--- src/rtl/axi_write_buffer.sv ---
// rtl/axi_write_buffer.sv - posted-write FIFO draining single-word stores as single-beat AXI bursts
//
// Purpose: accepts one store per cycle from the data cache and replays each one
// to AXI as an AW + one W beat + B. Also provides a combinational address-conflict
// check for younger reads and an empty flag for synchronisation points.
//
// Build option: define AXI_WB_MERGE_EN to merge a store into the youngest entry
// when both fall in the same 32-bit word.
//
// Ports:
//   aclk, aresetn                  clock, asynchronous active-low reset
//   push_valid/ready/addr/size/data/strb   store request from the data cache
//   chk_addr, chk_hit              word-granular conflict lookup
//   empty                          no entries and no AXI transaction outstanding
//   aw*, w*, b*                    AXI write address, data and response channels
module axi_write_buffer #(
  parameter int         DEPTH  = 4,
  parameter logic [3:0] AXI_ID = 4'd1
) (
  input  logic        aclk,
  input  logic        aresetn,
  input  logic        push_valid,
  output logic        push_ready,
  input  logic [31:0] push_addr,
  input  logic [1:0]  push_size,
  input  logic [31:0] push_data,
  input  logic [3:0]  push_strb,
  input  logic [31:0] chk_addr,
  output logic        chk_hit,
  output logic        empty,
  output logic [3:0]  awid,
  output logic [31:0] awaddr,
  output logic [7:0]  awlen,
  output logic [2:0]  awsize,
  output logic [1:0]  awburst,
  output logic [1:0]  awlock,
  output logic [3:0]  awcache,
  output logic [2:0]  awprot,
  output logic        awvalid,
  input  logic        awready,
  output logic [3:0]  wid,
  output logic [31:0] wdata,
  output logic [3:0]  wstrb,
  output logic        wlast,
  output logic        wvalid,
  input  logic        wready,
  input  logic [3:0]  bid,
  input  logic [1:0]  bresp,
  input  logic        bvalid,
  output logic        bready
);

  localparam int PW = $clog2(DEPTH);
  localparam int CW = PW + 1;

  typedef enum logic [1:0] {S_IDLE, S_SEND, S_WAIT_B} state_t;

  state_t         r_state;
  state_t         w_state_nxt;
  logic [31:0]    r_addr [DEPTH];
  logic [1:0]     r_size [DEPTH];
  logic [31:0]    r_data [DEPTH];
  logic [3:0]     r_strb [DEPTH];
  logic [PW-1:0]  r_head;
  logic [PW-1:0]  r_tail;
  logic [CW-1:0]  r_count;
  logic           r_aw_done;
  logic           r_w_done;

  logic           w_full;
  logic           w_merge_ok;
  logic           w_push_fire;
  logic           w_alloc;
  logic           w_pop;
  logic           w_aw_hs;
  logic           w_w_hs;
  logic [PW-1:0]  w_off;
  logic           w_unused;

  // The response ID/status and the byte offset of the lookup address carry no information here.
  assign w_unused = ^{bid, bresp, chk_addr[1:0]};

  assign w_full = (r_count == CW'(DEPTH));

`ifdef AXI_WB_MERGE_EN
  logic [PW-1:0] w_tail_m1;
  assign w_tail_m1 = r_tail - PW'(1);
  // The youngest entry may only be merged into if it is not the head already on the bus.
  assign w_merge_ok = (r_count != '0) && (r_addr[w_tail_m1][31:2] == push_addr[31:2]) &&
                      ((r_count >= CW'(2)) || (r_state == S_IDLE));
`else
  assign w_merge_ok = 1'b0;
`endif

  assign push_ready  = !w_full || w_merge_ok;
  assign w_push_fire = push_valid && push_ready;
  assign w_alloc     = w_push_fire && !w_merge_ok;
  assign w_pop       = (r_state == S_WAIT_B) && bvalid;
  assign w_aw_hs     = awvalid && awready;
  assign w_w_hs      = wvalid && wready;

  assign empty = (r_count == '0) && (r_state == S_IDLE);

  // Drain FSM; a push into an idle buffer starts the transaction on the very next cycle.
  always_comb begin
    w_state_nxt = r_state;
    awvalid     = 1'b0;
    wvalid      = 1'b0;
    bready      = 1'b0;
    case (r_state)
      S_IDLE: begin
        if ((r_count != '0) || w_alloc) w_state_nxt = S_SEND;
      end
      S_SEND: begin
        awvalid = !r_aw_done;
        wvalid  = !r_w_done;
        if ((r_aw_done || awready) && (r_w_done || wready)) w_state_nxt = S_WAIT_B;
      end
      S_WAIT_B: begin
        bready = 1'b1;
        if (bvalid) w_state_nxt = S_IDLE;
      end
      default: w_state_nxt = S_IDLE;
    endcase
  end

  always_ff @(posedge aclk or negedge aresetn) begin
    if (!aresetn) r_state <= S_IDLE;
    else          r_state <= w_state_nxt;
  end

  // AW and W complete independently; each flag remembers its own handshake.
  always_ff @(posedge aclk or negedge aresetn) begin
    if (!aresetn) begin
      r_aw_done <= 1'b0;
      r_w_done  <= 1'b0;
    end else if (r_state != S_SEND) begin
      r_aw_done <= 1'b0;
      r_w_done  <= 1'b0;
    end else begin
      if (w_aw_hs) r_aw_done <= 1'b1;
      if (w_w_hs)  r_w_done  <= 1'b1;
    end
  end

  always_ff @(posedge aclk or negedge aresetn) begin
    if (!aresetn) begin
      r_head  <= '0;
      r_tail  <= '0;
      r_count <= '0;
    end else begin
      if (w_alloc) r_tail <= r_tail + PW'(1);
      if (w_pop)   r_head <= r_head + PW'(1);
      case ({w_alloc, w_pop})
        2'b10:   r_count <= r_count + CW'(1);
        2'b01:   r_count <= r_count - CW'(1);
        default: r_count <= r_count;
      endcase
    end
  end

  always_ff @(posedge aclk or negedge aresetn) begin
    if (!aresetn) begin
      for (int i = 0; i < DEPTH; i++) begin
        r_addr[i] <= '0;
        r_size[i] <= '0;
        r_data[i] <= '0;
        r_strb[i] <= '0;
      end
    end else begin
      if (w_alloc) begin
        r_addr[r_tail] <= push_addr;
        r_size[r_tail] <= push_size;
        r_data[r_tail] <= push_data;
        r_strb[r_tail] <= push_strb;
      end
`ifdef AXI_WB_MERGE_EN
      if (w_push_fire && w_merge_ok) begin
        r_strb[w_tail_m1]      <= r_strb[w_tail_m1] | push_strb;
        r_size[w_tail_m1]      <= 2'd2;
        r_addr[w_tail_m1][1:0] <= 2'b00;
        for (int b = 0; b < 4; b++) begin
          if (push_strb[b]) r_data[w_tail_m1][8*b +: 8] <= push_data[8*b +: 8];
        end
      end
`endif
    end
  end

  // Conflict lookup over the occupied window head..tail-1, including the head in flight.
  always_comb begin
    chk_hit = 1'b0;
    w_off   = '0;
    for (int i = 0; i < DEPTH; i++) begin
      w_off = PW'(i) - r_head;
      if (({1'b0, w_off} < r_count) && (r_addr[i][31:2] == chk_addr[31:2])) chk_hit = 1'b1;
    end
  end

  assign awid    = AXI_ID;
  assign awaddr  = r_addr[r_head];
  assign awlen   = 8'd0;
  assign awsize  = {1'b0, r_size[r_head]};
  assign awburst = 2'b01;
  assign awlock  = 2'b00;
  assign awcache = 4'b0000;
  assign awprot  = 3'b000;
  assign wid     = AXI_ID;
  assign wdata   = r_data[r_head];
  assign wstrb   = r_strb[r_head];
  assign wlast   = 1'b1;

endmodule
--- config.mk ---
export PLATFORM = sky130hd
export DESIGN_NAME = axi_write_buffer
export DESIGN_NICKNAME = d
export VERILOG_FILES = /design/src/rtl/axi_write_buffer.sv
export SDC_FILE = /design/constraint.sdc
export NUM_CORES = 1
export LEC_CHECK = 0
export BUFFER_PORTS_ARGS = -buffer_cell sky130_fd_sc_hd__buf_2
export CAP_MARGIN = 10
export CORE_AREA = 2 2 202 204
export DETAILED_ROUTE_END_ITERATION = 10
export DIE_AREA = 0 0 204 206
export PLACE_DENSITY = 0.64
export SLEW_MARGIN = 20
export SYNTH_ARGS = -nofsm -noshare
export SYNTH_HDL_FRONTEND = slang
export SYNTH_SLANG_ARGS = --single-unit
--- constraint.sdc ---
create_clock -name aclk -period 5.4 [get_ports aclk]
set_input_delay 0.81 -clock aclk [delete_from_list [all_inputs] [get_ports aclk]]
set_output_delay 0.81 -clock aclk [all_outputs]
set_load 0.02 [all_outputs]
After elaboration in Yosys (flattened, before gate mapping) --
Index checks and enable logic that the tools add are counted. W data, S select, Z words.
Operators by class: add/subtract/negate cells 8, $lt $le $gt $ge 7, equal/unequal tests 13, multiplexer cells 38, bitwise gates (word level) 2, reduce and logical (&&, ||, !) cells 24
Operator list (count):
- $bwmux W128 | 2
- $mux W32 | 5
- $bmux W32 S2 | 2
- $eq A30 B30 Y1 | 4
- $demux W32 S2 | 1
- $bwmux W16 | 1
- $lt A2 B3 Y1 | 4
- $mux W2 | 6
- $mux W4 | 3
- $logic_and A1 B1 Y1 | 11
- $mux W1 | 11
- $bmux W4 S2 | 1
- $bwmux W8 | 1
- $demux W4 S2 | 1
- $ge A3 B3 Y1 const B | 2
- $not A2 Y3 | 2
- $pmux W2 S3 | 1
- $pmux W3 S2 | 1
- $reduce_bool A2 Y1 | 3
- $add A2 B1 Y2 const B | 2
- $bmux W2 S2 | 1
- $demux W2 S2 | 1
- $eq A2 B1 Y1 const B | 2
- $eq A2 B2 Y1 const B | 2
- 14 further kinds | 22
Word-level totals: bits in registers 291, bits of input ports 114, word-level logic and storage cells 114

Longest topological paths before layout --
Gate-level depths: netlist of the first run.
depth in word-level cells 7, depth in mapped cells 11

Worst setup path after synthesis of the first run --
Ideal clock, no wire load.
path type reg-to-output, start register r_head[1], end output port chk_hit, arrival 2.044 ns, data required time 4.590 ns, slack 2.546 ns, cell stages (with the launch flop) 9, path buffers 2, cell sequence dfrtp_1 > clkbuf_1 > buf_2 > inv_1 > ha_1 > a2111oi_0 > nand4_1 > nor4_1 > or4_1
Between the ends: longest elaborated chain between the ends 7
Ends and longest elaborated chain:
- start, declared | RTL line 64 | logic [PW-1:0] r_head;
- start signal, assigned | RTL line 153 | if (w_pop) r_head <= r_head + PW'(1);
- $sub A1 B2 Y2 | RTL line 195 | w_off = PW'(i) - r_head;
- $lt A2 B3 Y1 | RTL line 196 | if (({1'b0, w_off} < r_count) && (r_addr[i][31:2] == chk_addr[31:2])) chk_hit = 1'b1;
- $logic_and A1 B1 Y1 | RTL line 196
- $mux W1 (3 in series) | RTL line 196
- $mux W1 (*) | RTL line 196
- end, declared | RTL line 29 | output logic chk_hit,
Mark *: on every way between the ends. The rest lies on a longest branch, timed or not.

Worst setup path after layout of the first run --
Same ends and word-level chain as after synthesis.

==> results_dict.tcl, run 1 <==
set metrics [dict create \
    cp_cell_sequence "inv_1, ha_1, a2111oi_0, nand4_1, nor4_1, or4_1, buf_2" \
    grtUsageTotal 0.183 \
    setup_viol 0 \
    core_um2 40200 \
    irDropWorstVdd_mv 0.334 \
    routed_wl_mm 37.7 \
    worstPathArrival_ns 3.05 \
    power_leakage_uw 0.00870 \
    hold_class "primary input to asynchronous set/reset pin" \
    yosys.area.top_type "dfrtp_1" \
    cp.buffers_inverters 2 \
    slowest_delay_ns 0.75 \
    fin_util 0.442 \
    yosysTopAreaCellShare 0.463 \
    numPortBuffers 181 \
    grt_max_degree 120 \
    tritoncts "done" \
    clock_latency_ns 0.53 \
    ys_ff_latch 291 \
    cts_max_level 2 \
    synth-seq-area-share 0.463 \
    start_util 0.392 \
    grt_pass1_wl_mm 57.7 \
    nets 1247 \
    drt_iter0_markers 415 \
    cp.required_ns 4.59 \
    cts_buffer_depth 3 \
    fillCellCount 3647 \
    status "finished, final reports clean" \
    fin_crit_ns 3.86 \
    tns_ns 0 \
    cts-buffers-inserted 36 \
    cap_viol_max_count 0 \
    critPathSlowestCell "dfrtp_4" \
    relSlewSlack 0.362 \
    yosysUniqueCellTypes 33 \
    yosys-top-cells-area "dfrtp_1, mux2_4, mux4_2" \
    drc 0 \
    grt_pass1_vias 9360 \
    cts_hold_buffers 0 \
    worstSetupEndpointType "output pin" \
    clkSinkCount 291 \
    cts_resized 0 \
    finalCritPeriodShare 0.715 \
    drt_first_pass_iters 4 \
    fp.dieW_um 204 \
    worst_slew_pin_slew_ns 0.956 \
    clock-skew-final_ns 0.0129 \
    path_class "flip-flop to output pin" \
    rows 74 \
    die_h_um 206 \
    syn2layout_area_growth_pct 12.9 \
    crit_fanout 28 \
    root_buffer "clkbuf_16" \
    mostFrequentLayoutCells "dfrtp_1, mux2_4, buf_2, xor2_1, mux4_2" \
    final_common_cell "dfrtp_1" \
    rsz0062_at_grt "no" \
    vias 8455 \
    finalMaxSlewViolations 0 \
    post_cts_buffers 0 \
    grt_antenna_before_repair 6 \
    critPathTopFamily "flip-flops" \
    fp.dieArea_um2 42000 \
    place.gp.congestion 0.852 \
    top_level_ports 219 \
    synth.avg_cell_area_um2 16.6 \
    power_density_nw_per_um2 713 \
    grt.overflow.total 0 \
    critical_path.startpoint_type "flip-flop" \
    hold_violations 0 \
    dpl.hpwl_mm 24.0 \
    drive_above_1_share 0.524 \
    routed_via_density 5.03 \
    drtAntennaViolNets 0 \
    fmax_mhz 259 \
    syn_area_um2 15700 \
    yosysWarnings 0 \
    avgRoutedWirePerCell_um 22.4 \
    cts.reportedPaths.clkPinSlew_ns 0.06 \
    synthCells 946 \
]
==> where the power goes <==
group | switching, µW | total (µW) | internal (µW)
Combinational | 2650 | 6040 | 3390
Clock | 931 | 2340 | 1410
Sequential | 975 | 4290 | 3320
Total | 4560 | 12700 | 8120
==> area by class of cell <==
type	instances	area [µm²]	area share
Antenna cell	3	7.51	0.000423
Clock buffer	53	1070	0.0600
Clock inverter	9	76.3	0.00430
Inverter	11	41.3	0.00232
Multi-Input combinational cell	596	7650	0.430
Sequential cell	291	7290	0.410
Tap cell	532	666	0.0375
Timing Repair Buffer	187	973	0.0548
==> per-stage QoR <==
stage               power (µW)  area, µm²  cells  hold slack (ns)  setup slack, ns
finish                   12700      17800   1682            0.375             1.54
global route             13400      17800   1679            0.434             1.31
CTS                      12800      17800   1679            0.382             1.52
detailed placement       10400      16600   1617            0.490             2.05
global placement         10300      16600   1617            0.486             2.05
floorplan                 8890      15800    973            0.476             2.55
==> cell usage after synthesis <==
library cell    n
dfrtp_1       291
mux2_4        280
xor2_1        105
mux4_2         70
buf_12         29
buf_4          29
nor4_1         23
xnor2_1        22
inv_1          10
nor2_1         10
buf_2           9
ha_1            9
clkbuf_1        8
nand4_1         8
a21oi_1         6
nand3_1         5
nand2_1         4
nand2_8         4
nor3_1          4
a2111oi_0       3
o21ai_0         3
conb_1          2
nand2b_1        2
and2_1          1
and2_4          1
fa_1            1
inv_2           1
nand2_2         1
nor2_2          1
nor2b_1         1
o31ai_1         1
o32ai_1         1
or4_1           1
==> path summary, 6_finish.rpt <==
kind,start,to,slack (ns),cells past startpoint
max,r_head[1]$_DFFE_PN0P_,chk_hit,1.54,7
min reg2reg,r_data[85]$_DFFE_PN0P_,r_data[85]$_DFFE_PN0P_,0.50,1
max reg2reg,r_count[0]$_DFFE_PN0P_,r_data[78]$_DFFE_PN0P_,3.19,5
max in group asynchronous,aresetn,r_data[70]$_DFFE_PN0P_,3.70,2
min,aresetn,r_tail[0]$_DFFE_PN0P_,0.37,1
min in group aclk,bvalid,r_state[1]$_DFFE_PN0P_,0.47,2
==> flip-flops by register name, summed over array words and instances (netlist names) <==
register	count
r_data	128
r_addr	128
r_size	8
r_tail	2
r_state	2
r_strb	16
r_aw_done	1
r_count	3
r_w_done	1
r_head	2
==> cells by family (layout without fill, tap and decap cells) <==
| group | count (synthesis) | in the layout | synth area share |
|---|---|---|---|
| AND/OR/NAND/NOR | 66 | 66 | 0.0270 |
| other | 2 | 32 | 0.000477 |
| XOR/XNOR | 127 | 127 | 0.0707 |
| multiplexers | 350 | 350 | 0.367 |
| AO/OA/AOI/OAI | 14 | 14 | 0.00556 |
| flip-flops | 291 | 291 | 0.463 |
| buffers and inverters | 86 | 260 | 0.0581 |
| adder cells (fa/ha/maj) | 10 | 10 | 0.00842 |
==> metal layers <==
layer	wire (µm)	track usage
met1	16200	0.234
met2	18200	0.305
met3	2220	0.0407
met4	1060	0.0629
met5	54	0
(Power assumes the default switching activity.)
==> run 2, diff against run 1 <==
clock period = 3.8 ns   (was 5.4 ns; I/O delays follow)
==> results_dict.tcl, run 2 (synthesis gave the netlist of run 1 again) <==
set metrics [dict create \
    rows 74 \
    dpl_cell_area_um2 16700 \
    clkSinkCount 291 \
    grt_antenna_before_repair 4 \
    critical_path.startpoint_type "flip-flop" \
    largest_registers "r_addr: 128 flops, r_data: 128 flops, r_strb: 16 flops" \
    mostFrequentLayoutCells "dfrtp_1, mux2_4, buf_2, xor2_1, mux4_2" \
    post_cts_buffers 0 \
    grt_max_degree 107 \
    relSlewSlack 0.348 \
    syn2layout_area_growth_pct 13.7 \
    hold_class "primary input to asynchronous set/reset pin" \
    status "finished, final reports clean" \
    rsz0062_at_grt "no" \
    vias 8567 \
    grt_pass1_vias 9345 \
    cp.required_ns 3.23 \
    final_common_cell "dfrtp_1" \
    fp.dieW_um 204 \
    drc 0 \
    nets 1252 \
    drt_iter0_markers 388 \
    crit_fanout 5 \
    p_sw_uw 6530 \
    cts_buffer_depth 3 \
    start_util 0.392 \
    routed_wl_mm 37.7 \
    cts_resized 0 \
    fin_crit_ns 3.40 \
    clock-skew-final_ns 0.0224 \
    fmax_mhz 294 \
    die_h_um 206 \
    power_uw 18200 \
    power_density_nw_per_um2 1020 \
    drtAntennaViolNets 0 \
    tns_ns 0 \
    dpl.hpwl_mm 24.0 \
    root_buffer "clkbuf_16" \
    cap_viol_max_count 0 \
    power_frac_seq 0.326 \
    irDropWorstVdd_mv 0.506 \
    core_um2 40200 \
    slowest_delay_ns 0.60 \
    top_level_ports 219 \
    critPathSlowestCell "a2111oi_0" \
    setup_viol 0 \
    numPortBuffers 181 \
    clock_latency_ns 0.54 \
    drive_above_1_share 0.529 \
    finalMaxSlewViolations 0 \
    cts_hold_buffers 0 \
    worst_slew_pin_slew_ns 0.975 \
    tritoncts "done" \
    fin_area_um2 17900 \
    cp.buffers_inverters 2 \
    p_int_uw 11700 \
    worstPathArrival_ns 2.83 \
    cts-buffers-inserted 36 \
    grt_pass1_wl_mm 58.1 \
    critPathTopFamily "simple AND/OR/NAND/NOR gates" \
    combinationalPowerShare 0.480 \
    hold_violations 0 \
    place.gp.congestion 0.836 \
    cp_cell_sequence "inv_1, ha_1, a2111oi_0, nand4_1, nor4_1, or4_1, buf_2" \
    cts.reportedPaths.clkPinSlew_ns 0.06 \
    avgRoutedWirePerCell_um 22.3 \
    path_class "flip-flop to output pin" \
    routed_via_density 5.07 \
    cts_max_level 2 \
    power_frac_clock 0.194 \
    drt_first_pass_iters 4 \
    grt.overflow.total 0 \
    switching_share 0.358 \
    power_leakage_uw 0.00876 \
    grtUsageTotal 0.183 \
    fp.dieArea_um2 42000 \
    worstSetupEndpointType "output pin" \
    finalCritPeriodShare 0.896 \
]
-- run 2: metal layers --
layer / GRT usage / wire length (µm) / part of all wire
met5: 0 / 28 / 0.00074
met1: 0.242 / 16400 / 0.44
met3: 0.0421 / 2250 / 0.060
met4: 0.0678 / 1160 / 0.031
met2: 0.294 / 17800 / 0.47
-- run 2: worst reg2reg max path: cells and delay by family (launching register included) --
kind	cells	cell delay, ns
DFF	1	0.44
and+or+nand+nor	4	1.20
muxes	1	0.46
-- run 2: power groups by stage --
| stage | combinational [µW] | clock (µW) | sequential (µW) |
|---|---|---|---|
| 5_1_grt | 9320 | 3760 | 6150 |
| 4_1_cts | 8890 | 3620 | 5920 |
| 3_5_place_dp | 8860 | 0 | 5930 |
| 6_report | 8760 | 3540 | 5950 |
| 3_3_place_gp | 8770 | 0 | 5870 |
| 2_1_floorplan | 7090 | 0 | 5540 |
-- run 2: worst paths after layout --
check	start	to	slack, ns	depth (start not counted)
worst max-delay path	r_count[1]$_DFFE_PN0P_	chk_hit	0.40	7
worst min-delay path	aresetn	r_addr[93]$_DFFE_PN0P_	0.1	1
worst max register to register	r_count[0]$_DFFE_PN0P_	r_data[81]$_DFFE_PN0P_	1.57	5
worst min register to register	r_addr[32]$_DFFE_PN0P_	r_addr[32]$_DFFE_PN0P_	0.50	1
max in group asynchronous	aresetn	r_addr[112]$_DFFE_PN0P_	2.81	2
min in group aclk	bvalid	r_state[1]$_DFFE_PN0P_	0.23	2
-- run 2: cell type report --
cell class / instances / area (µm²)
clock buffers: 52 / 1070
inverters: 11 / 41.3
fillers: 3601 / 22300
multi-input cells: 596 / 7650
repair buffers: 192 / 1020
clock inverters: 12 / 158
diodes: 4 / 10.0
flip-flops and latches: 291 / 7290
well taps: 532 / 666
-- run 2: metrics by stage --
stage                     cells  hold slack (ns)  worst slack, ns  utilization
after floorplan             973            0.274             1.19            -
after global placement     1622            0.487            0.927        0.415
after detailed placement   1622            0.488            0.939        0.415
after CTS                  1686            0.132            0.390        0.445
after global routing       1686            0.166            0.190        0.445
final                      1690           0.0978            0.397        0.446
==> run 3, diff against run 2 <==
BUFFER_PORTS_ARGS = -buffer_cell sky130_fd_sc_hd__clkbuf_2   (was -buffer_cell sky130_fd_sc_hd__buf_2)
==> results_dict.tcl, run 3 (synthesis gave the netlist of run 1 again) <==
set metrics [dict create \
    status "finished, final reports clean" \
    finalCritPeriodShare 0.890 \
    r2r-end "r_data[107]$_DFFE_PN0P_" \
    tritoncts "done" \
    cts.reportedPaths.clkPinSlew_ns 0.05 \
    reg2reg_slack_ns 1.60 \
    post_cts_buffers 0 \
    cap_viol_max_count 0 \
    combinationalPowerShare 0.475 \
    largest_registers "r_addr: 128 flops, r_data: 128 flops, r_strb: 16 flops" \
    switching_share 0.356 \
    routed_via_density 5.05 \
    slowest_delay_ns 0.64 \
    critical_path.startpoint_type "flip-flop" \
    drtAntennaViolNets 0 \
    nets 1250 \
    cts_resized 0 \
    worstSetupEndpointType "output pin" \
    grt.overflow.total 0 \
    fin_area_um2 17900 \
    drt_first_pass_iters 4 \
    dpl.hpwl_mm 23.9 \
    clock-skew-final_ns 0.0206 \
    numPortBuffers 181 \
    fin_crit_ns 3.38 \
    final_common_cell "dfrtp_1" \
    drive_above_1_share 0.528 \
    worstPathArrival_ns 2.81 \
    hold_violations 0 \
    place.gp.congestion 0.840 \
    start_util 0.392 \
    critPathSlowestCell "dfrtp_4" \
    fmax_mhz 296 \
    core_um2 40200 \
    clkSinkCount 291 \
    power_frac_clock 0.199 \
    vias 8519 \
    ff2ff_path_depth 5 \
    multi_input_area_um2 7650 \
    grtUsageTotal 0.183 \
    mostFrequentLayoutCells "dfrtp_1, mux2_4, clkbuf_2, xor2_1, mux4_2" \
    fp.dieArea_um2 42000 \
    grt_pass1_wl_mm 58.2 \
    grt_antenna_before_repair 4 \
    drc 0 \
    syn2layout_area_growth_pct 13.8 \
    cts_max_level 2 \
    fillCellCount 3601 \
    power_leakage_uw 0.00881 \
    die_h_um 206 \
    r2r_start "r_count[0]$_DFFE_PN0P_" \
    top_level_ports 219 \
    setup_viol 0 \
    path_class "flip-flop to output pin" \
    finalMaxSlewViolations 0 \
    avgRoutedWirePerCell_um 22.2 \
    grt_pass1_vias 9420 \
    p_sw_uw 6540 \
    hold_class "primary input to asynchronous set/reset pin" \
    grt_max_degree 98 \
    dpl_cell_area_um2 16700 \
    cts_hold_buffers 0 \
    drt_iter0_markers 377 \
    root_buffer "clkbuf_16" \
    cts-buffers-inserted 36 \
    cp.required_ns 3.23 \
    rsz0062_at_grt "no" \
    relSlewSlack 0.272 \
    p_int_uw 11800 \
    routed_wl_mm 37.5 \
    fp.dieW_um 204 \
    irDropWorstVdd_mv 0.487 \
    power_density_nw_per_um2 1020 \
    clock_latency_ns 0.54 \
    register_area_um2 7290 \
    rows 74 \
    power_frac_seq 0.327 \
    crit_fanout 38 \
    cp_cell_sequence "buf_12, inv_2, a21oi_1, a2111oi_0, or4_1, clkbuf_2" \
    worst_slew_pin_slew_ns 1.09 \
    cts_buffer_depth 3 \
    tns_ns 0 \
]
[run 3: cell types whose count changed in the layout (fill, tap and decap cells not counted), moves of 2 or more]
cell,change
clkbuf_2,+180
diode_2,-2
bufinv_16,+2
buf_2,-180
clkinvlp_4,-2
clkbuf_8,-3
clkinv_2,+2
buf_4,-2
[run 3: area by class of cell]
type,count,area share
Antenna cell,2,0.000279
Clock buffer,51,0.0591
Clock inverter,14,0.0115
Inverter,11,0.00230
Multi-Input combinational cell,596,0.427
Sequential cell,291,0.407
Tap cell,532,0.0371
Timing Repair Buffer,190,0.0563
[run 3: routing by layer]
layer	track usage	part of all wire	vias up	wire (µm)
met3	0.0494	0.067	71	2520
met2	0.297	0.47	220	17700
met4	0.0608	0.027	6	1010
met5	0	0.0010	-	38
li1	-	-	3729	-
met1	0.238	0.43	4493	16200
[run 3: worst max-delay path by stage]
stage,startpoint,end,cells past startpoint
after floorplan,r_head[1]$_DFFE_PN0P_,chk_hit,8
after global placement,r_head[1]$_DFFE_PN0P_,chk_hit,7
after detailed placement,r_head[0]$_DFFE_PN0P_,chk_hit,6
after CTS,r_head[0]$_DFFE_PN0P_,chk_hit,6
after global routing,r_head[1]$_DFFE_PN0P_,chk_hit,7
final,r_head[0]$_DFFE_PN0P_,chk_hit,6
[run 3: worst max-delay path, delay by kind of cell, from the launching register on]
kind	cells	cell delay, ns
AND/OR/NAND/NOR	1	0.57
AO/OA/AOI/OAI	2	0.44
buffers and inverters	3	0.62
flip-flops	1	0.64
[run 3: power groups by stage]
stage / combinational [µW] / sequential, µW / clock [µW]
finish: 8720 / 6000 / 3650
global route: 9280 / 6220 / 3840
CTS: 8840 / 5980 / 3740
detailed placement: 8810 / 5990 / 0
global placement: 8710 / 5940 / 0
floorplan: 7090 / 5540 / 0
[run 3: per-stage QoR]
stage	power, µW	worst slack, ns	hold WS (ns)	utilization	cells
2_1_floorplan	12600	1.19	0.274	-	973
3_3_place_gp	14600	0.904	0.487	0.414	1620
3_5_place_dp	14800	0.910	0.487	0.414	1620
4_1_cts	18600	0.325	0.115	0.446	1685
5_1_grt	19300	0.244	0.142	0.446	1685
6_report	18400	0.416	0.0866	0.446	1687
